File: config.mk
export PLATFORM = sky130hd
export DESIGN_NAME = truth_table_sweeper
export DESIGN_NICKNAME = d
export VERILOG_FILES = /design/src/rtl/truth_table_sweeper.sv
export SDC_FILE = /design/constraint.sdc
export NUM_CORES = 1
export LEC_CHECK = 0
export ABC_AREA = 0
export CORE_ASPECT_RATIO = 1.25
export CORE_MARGIN = 2
export CORE_UTILIZATION = 40
export CTS_BUF_LIST = sky130_fd_sc_hd__clkbuf_8
export DETAILED_ROUTE_END_ITERATION = 12
export GPL_ROUTABILITY_DRIVEN = 0
export PLACE_DENSITY = 0.76
export REMOVE_ABC_BUFFERS = 1
export SYNTH_ARGS = -nofsm -noshare
export SYNTH_HDL_FRONTEND = slang
export SYNTH_SLANG_ARGS = --single-unit
export TNS_END_PERCENT = 10
File: constraint.sdc
create_clock -name clk -period 1.66 [get_ports clk]
set_input_delay 0.332 -clock clk [delete_from_list [all_inputs] [get_ports clk]]
set_output_delay 0.332 -clock clk [all_outputs]
set_load 0.02 [all_outputs]
File: src/rtl/truth_table_sweeper.sv
// truth_table_sweeper: drives all 16 ABCD vectors into a 4-input function unit and records its g/h outputs.
// Optional macro SWEEP_COMPARE_EN adds comparison against expected tables (mismatch_cnt, pass).
module truth_table_sweeper #(
    parameter int SETTLE_CYC = 2
) (
    input  logic        clk,
    input  logic        rst,
    input  logic        start,
    input  logic        abort,
    input  logic [15:0] exp_g,
    input  logic [15:0] exp_h,
    output logic [3:0]  abcd,
    input  logic        g_in,
    input  logic        h_in,
    output logic        busy,
    output logic        done,
    output logic [15:0] g_table,
    output logic [15:0] h_table,
    output logic [4:0]  mismatch_cnt,
    output logic        pass
);
    localparam logic [1:0] IDLE    = 2'd0;
    localparam logic [1:0] SETTLE  = 2'd1;
    localparam logic [1:0] CAPTURE = 2'd2;
    localparam logic [1:0] DONE    = 2'd3;
    localparam logic [3:0] SETTLE_LAST = 4'(SETTLE_CYC - 1);

    logic [1:0]  state_q, state_d;
    logic [3:0]  idx_q, idx_d, cnt_q, cnt_d;
    logic [15:0] g_q, g_d, h_q, h_d, eg_q, eg_d, eh_q, eh_d;
    logic [4:0]  mm_q, mm_d;
    logic        pass_q, pass_d, done_q, done_d;
    logic        miss;
    logic        cmp_en;

`ifdef SWEEP_COMPARE_EN
    assign cmp_en = 1'b1;
    assign miss   = (g_in != eg_q[idx_q]) || (h_in != eh_q[idx_q]);
`else
    logic unused_cmp;
    assign cmp_en     = 1'b0;
    assign miss       = 1'b0;
    assign unused_cmp = ^{eg_q, eh_q};
`endif

    always_comb begin
        state_d = state_q;
        idx_d   = idx_q;
        cnt_d   = cnt_q;
        g_d     = g_q;
        h_d     = h_q;
        eg_d    = eg_q;
        eh_d    = eh_q;
        mm_d    = mm_q;
        pass_d  = pass_q;
        done_d  = 1'b0;
        case (state_q)
            IDLE: begin
                if (start) begin
                    state_d = SETTLE;
                    idx_d   = 4'd0;
                    cnt_d   = 4'd0;
                    g_d     = 16'd0;
                    h_d     = 16'd0;
                    mm_d    = 5'd0;
                    pass_d  = 1'b0;
                    eg_d    = exp_g;
                    eh_d    = exp_h;
                end
            end
            SETTLE: begin
                if (abort) begin
                    state_d = IDLE;
                    pass_d  = 1'b0;
                end else if (cnt_q == SETTLE_LAST) begin
                    state_d = CAPTURE;
                    cnt_d   = 4'd0;
                end else begin
                    cnt_d = cnt_q + 4'd1;
                end
            end
            CAPTURE: begin
                // abort wins over the capture in the same cycle
                if (abort) begin
                    state_d = IDLE;
                    pass_d  = 1'b0;
                end else begin
                    g_d[idx_q] = g_in;
                    h_d[idx_q] = h_in;
                    mm_d       = mm_q + 5'(miss);
                    state_d    = (idx_q == 4'd15) ? DONE : SETTLE;
                    idx_d      = (idx_q == 4'd15) ? idx_q : idx_q + 4'd1;
                end
            end
            DONE: begin
                done_d  = 1'b1;
                pass_d  = cmp_en && (mm_q == 5'd0);
                state_d = IDLE;
            end
        endcase
    end

    always_ff @(posedge clk) begin
        if (rst) begin
            state_q <= IDLE;
            idx_q   <= 4'd0;
            cnt_q   <= 4'd0;
            g_q     <= 16'd0;
            h_q     <= 16'd0;
            eg_q    <= 16'd0;
            eh_q    <= 16'd0;
            mm_q    <= 5'd0;
            pass_q  <= 1'b0;
            done_q  <= 1'b0;
        end else begin
            state_q <= state_d;
            idx_q   <= idx_d;
            cnt_q   <= cnt_d;
            g_q     <= g_d;
            h_q     <= h_d;
            eg_q    <= eg_d;
            eh_q    <= eh_d;
            mm_q    <= mm_d;
            pass_q  <= pass_d;
            done_q  <= done_d;
        end
    end

    assign abcd         = idx_q;
    assign busy         = (state_q == SETTLE) || (state_q == CAPTURE);
    assign done         = done_q;
    assign g_table      = g_q;
    assign h_table      = h_q;
    assign mismatch_cnt = mm_q;
    assign pass         = pass_q;
endmodule

==> results.env <==
CRITICAL_PATH_BUF_INV_COUNT=2
FINALWIRELENGTH_UM=5590
CRITICAL_PATH.CELL_CHAIN='inv_1, ha_2, buf_4, nor2_1, or3_1, o41ai_1'
MAPPEDNETLISTAREA_UM2=2250
INSERTION_DELAY_NS=0.29
P_PER_AREA_nW_PER_UM2=747
DRV_CAP=0
SYN-INSTANCE-COUNT=237
DESIGN.CORE.AREA_UM2=5440
TIMING.RR.END='cnt_q[2]'
FINALCRITICALPERIOD_NS=1.61
YOSYSTOPAREACELLSHARE=0.383
TOTAL_LEAKAGE_POWER_nW=1.03
FINAL_MAX_SLEW_VIOL_COUNT=0
SYNTH_WARNINGS=0
SYN_AREA_PER_CELL_UM2=9.49
HOLD_VIOL_FINAL=0
CLK_ROOT_BUFFER_CELL='sky130_fd_sc_hd__clkbuf_8'
FINAL.SETUP_SKEW_NS=0.00573
SYNTH_ENABLE_FLOP_CELLS=0
GRT_OVERFLOW=0
REGISTER_AREA_SHARE_AFTER_SYNTHESIS=0.383
CTS_SINKS=43
CTS_TREE='yes'
SYN2LAYOUT_AREA_GROWTH_PCT=35.8
TIMING.FINAL.CRIT_SHARE=0.968
FINAL_LAYOUT_SIZE_SUFFIX_GT1_FRAC=0.226
CRITICAL_PATH_REQUIRED_NS=1.85
POSTSYNTHREGISTERBITS=43
FP.DIEW_UM=71.1
DIE_HEIGHT_UM=87.8
CRIT_PATH_MAX_INCR_DELAY_NS=0.35
DIE-AREA_UM2=6240
UPPER_CLOCK_FREQUENCY_LIMIT_MHz=623
UTILIZATION=0.561
GRT_USE_TOTAL=0.174
HOLD-PATH-CELL-COUNT=2
DRC_ERRORS=0
ROWS=30
WORST_HOLD_PATH.ENDPOINT='g_table[2]'
GRT_PASS1_WL_UM=8820
DETAIL_ROUTE.FIRST_PASS.ITERATIONS=4
TIMING.CRITICAL_PATH.MAX_DELAY_FAMILY='simple AND/OR/NAND/NOR gates'
REG2REG_DEPTH=6
GRT_MAX_DEGREE=32
POSTCTSHOLDBUFS=0
TIMING_WORST_SETUP_PATH_TYPE='register to register'
ANTENNA_DIODE_COUNT=0
CLK_PIN_SLEW_WORST_PATHS_NS=0.08
RUN_STATUS='complete, no violations'
FF2FF_SETUP_SLACK_NS=0.05
CTS_MADE_BUFFERS=5
IO_BUFFER_COUNT=43
WORSTPATHMAXFANOUT=5
RSZ0062_AT_GRT='yes'
WHS_NS=0.479
CRIT_ARRIVAL_NS=1.80
START_KIND='register'
CRIT_PATH_TOP_DELAY_CELL='sky130_fd_sc_hd__or3_1'
SYNTH_CELL_TYPES=47
HOLDCRITSTARTPOINT='g_table[2]'
HTREEDEPTH=2
DETAIL_ROUTE.ITER0.VIOLATIONS=138
BUFFER_LEVELS_ON_THE_LONGEST_CLOCK_PATH=2
SETUP_VIOLATIONS=0
YOSYS_MOST_USED_DFF='sky130_fd_sc_hd__dfxtp_1'
IR_WORST_VDD_V=0.000430
TIMING.HOLD.WORST.CLASS='register to register'
ENDPOINT_KIND='register'
YS_TOP_CELLS_BY_AREA='sky130_fd_sc_hd__dfxtp_1, sky130_fd_sc_hd__o32ai_1, sky130_fd_sc_hd__inv_1, sky130_fd_sc_hd__ha_1, sky130_fd_sc_hd__buf_6'
DESIGN.FINAL.NETS=344
NUMBER_OF_ANTENNA_VIOLATIONS_AT_THE_FIRST_CHECK_IN_GLOBAL_ROUTING=0
NUM_VIAS=2011
INITIAL_CORE_UTIL=0.413
FINAL.FILL_COUNT=488
IOPINCOUNT=82
PLACE.DETAILED.HPWL_UM=3560
NUMBER_OF_GLOBAL_ROUTE_VIAS_BEFORE_REPAIR=1925
RR_STARTPOINT='state_q[0]'
DETAIL_ROUTE.WL_PER_CELL_UM=15.5
ROUTED_VIA_DENSITY=5.57
POSTSYNTH.ASYNCRESETSHARE=0
POSTROUTEANTENNANETS=0
SYNTH_LARGEST_AREA_CELL='sky130_fd_sc_hd__dfxtp_1'
-- registers in the layout (all words and copies together) (netlist names) --
| register | count |
|---|---|
| cnt_q | 4 |
| state_q | 2 |
| abcd | 4 |
| g_table | 16 |
| done | 1 |
| h_table | 16 |
-- power by group --
part           switching [W]  total (W)  internal, W
logic               0.000233   0.000391     0.000158
registers         0.00000498    0.00104      0.00104
clock network       0.000362   0.000849     0.000487
total               0.000599    0.00228      0.00168
-- synth_stat cells, types with 4 or more instances --
cell type,n
sky130_fd_sc_hd__nand3b_1,8
sky130_fd_sc_hd__nand2_1,5
sky130_fd_sc_hd__ha_1,10
sky130_fd_sc_hd__nor2b_1,4
sky130_fd_sc_hd__buf_4,7
sky130_fd_sc_hd__buf_6,7
sky130_fd_sc_hd__inv_1,39
sky130_fd_sc_hd__or3b_1,4
sky130_fd_sc_hd__buf_2,7
sky130_fd_sc_hd__o32ai_1,32
sky130_fd_sc_hd__dfxtp_1,43
sky130_fd_sc_hd__nor3_1,12
sky130_fd_sc_hd__nand4_1,4
sky130_fd_sc_hd__nor3_2,4
sky130_fd_sc_hd__nand3_1,9
-- per-stage QoR --
stage                     std cells  area, um^2  TNS [ns]  total power (W)  worst slack, ns
after detailed placement        348        2780     -6.41          0.00141           -0.233
after global routing            361        3060   -0.0574          0.00238          -0.0296
after global placement          348        2780     -6.12          0.00140           -0.218
after CTS                       357        2900    -0.842          0.00226          -0.0934
after floorplan                 220        2100   -0.0302          0.00127          -0.0151
final                           361        3060         0          0.00228           0.0536
-- worst max-delay path by stage --
| stage | slack (ns) | startpoint | cells past startpoint | endpoint |
|---|---|---|---|---|
| global route | -0.03 | state_q[0] | 6 | cnt_q[2] |
| CTS | -0.09 | state_q[1] | 5 | cnt_q[2] |
| detailed placement | -0.23 | start | 4 | abcd[2] |
| floorplan | -0.02 | state_q[0] | 5 | g_table[15] |
| finish | 0.05 | state_q[0] | 6 | cnt_q[2] |
| global placement | -0.22 | start | 4 | h_table[7] |
-- what timing repair did --
action / 4_1_cts / 5_1_grt
gates cloned: 1 / 2
endpoints found under the setup margin: 34 / 44
gates resized for setup: 6 / 23
setup buffers: 0 / 2
pin swaps: 0 / 2
-- worst reg2reg max path: cells and delay by family (launching register included) --
family                     cells  cell delay (ns)
and+or+nand+nor                2             0.44
DFF                            1             0.32
AOI/OAI and AO/OA              1             0.30
buffers and inverters          2             0.23
adders and majority gates      1             0.23
-- placed cells by master, fill, tap and decap left out, types with 5 or more instances in the layout --
cell type,Yosys,routed
sky130_fd_sc_hd__nor3_1,12,9
sky130_fd_sc_hd__o32ai_2,1,7
sky130_fd_sc_hd__clkdlybuf4s50_1,0,38
sky130_fd_sc_hd__nor3_2,4,6
sky130_fd_sc_hd__conb_1,1,6
sky130_fd_sc_hd__nand2_1,5,5
sky130_fd_sc_hd__inv_1,39,39
sky130_fd_sc_hd__nand3_1,9,9
sky130_fd_sc_hd__o32ai_1,32,26
sky130_fd_sc_hd__buf_4,7,21
sky130_fd_sc_hd__clkbuf_8,0,6
sky130_fd_sc_hd__dfxtp_1,43,40
sky130_fd_sc_hd__ha_1,10,7
sky130_fd_sc_hd__nand3b_1,8,8
-- layer usage --
layer | vias to the layer above | track usage | routed length, um
li1 | 985 | - | -
met1 | 964 | 0.205 | 2500
met2 | 55 | 0.320 | 2800
met3 | 7 | 0.0345 | 243
met4 | 0 | 0.0480 | 48
met5 | - | 0 | 0
-- logic make-up after synthesis --
group	count (synthesis)	share of synthesized area
simple gates	66	0.204
buf+inv	61	0.141
compound gates	56	0.216
flops	43	0.383
fa+ha+maj	10	0.0556
other cells	1	0.00167
-- cell type report --
| cell class | instances | area, um^2 | share of cell area |
|---|---|---|---|
| clock buffers | 6 | 82.6 | 0.0270 |
| clock inverters | 2 | 35.0 | 0.0115 |
| inverters | 39 | 146 | 0.0479 |
| multi-input cells | 141 | 1220 | 0.399 |
| flip-flops and latches | 43 | 865 | 0.283 |
| well taps | 64 | 80.1 | 0.0262 |
| repair buffers | 66 | 628 | 0.206 |
No activity file was read; power rests on OpenSTA's default activity.
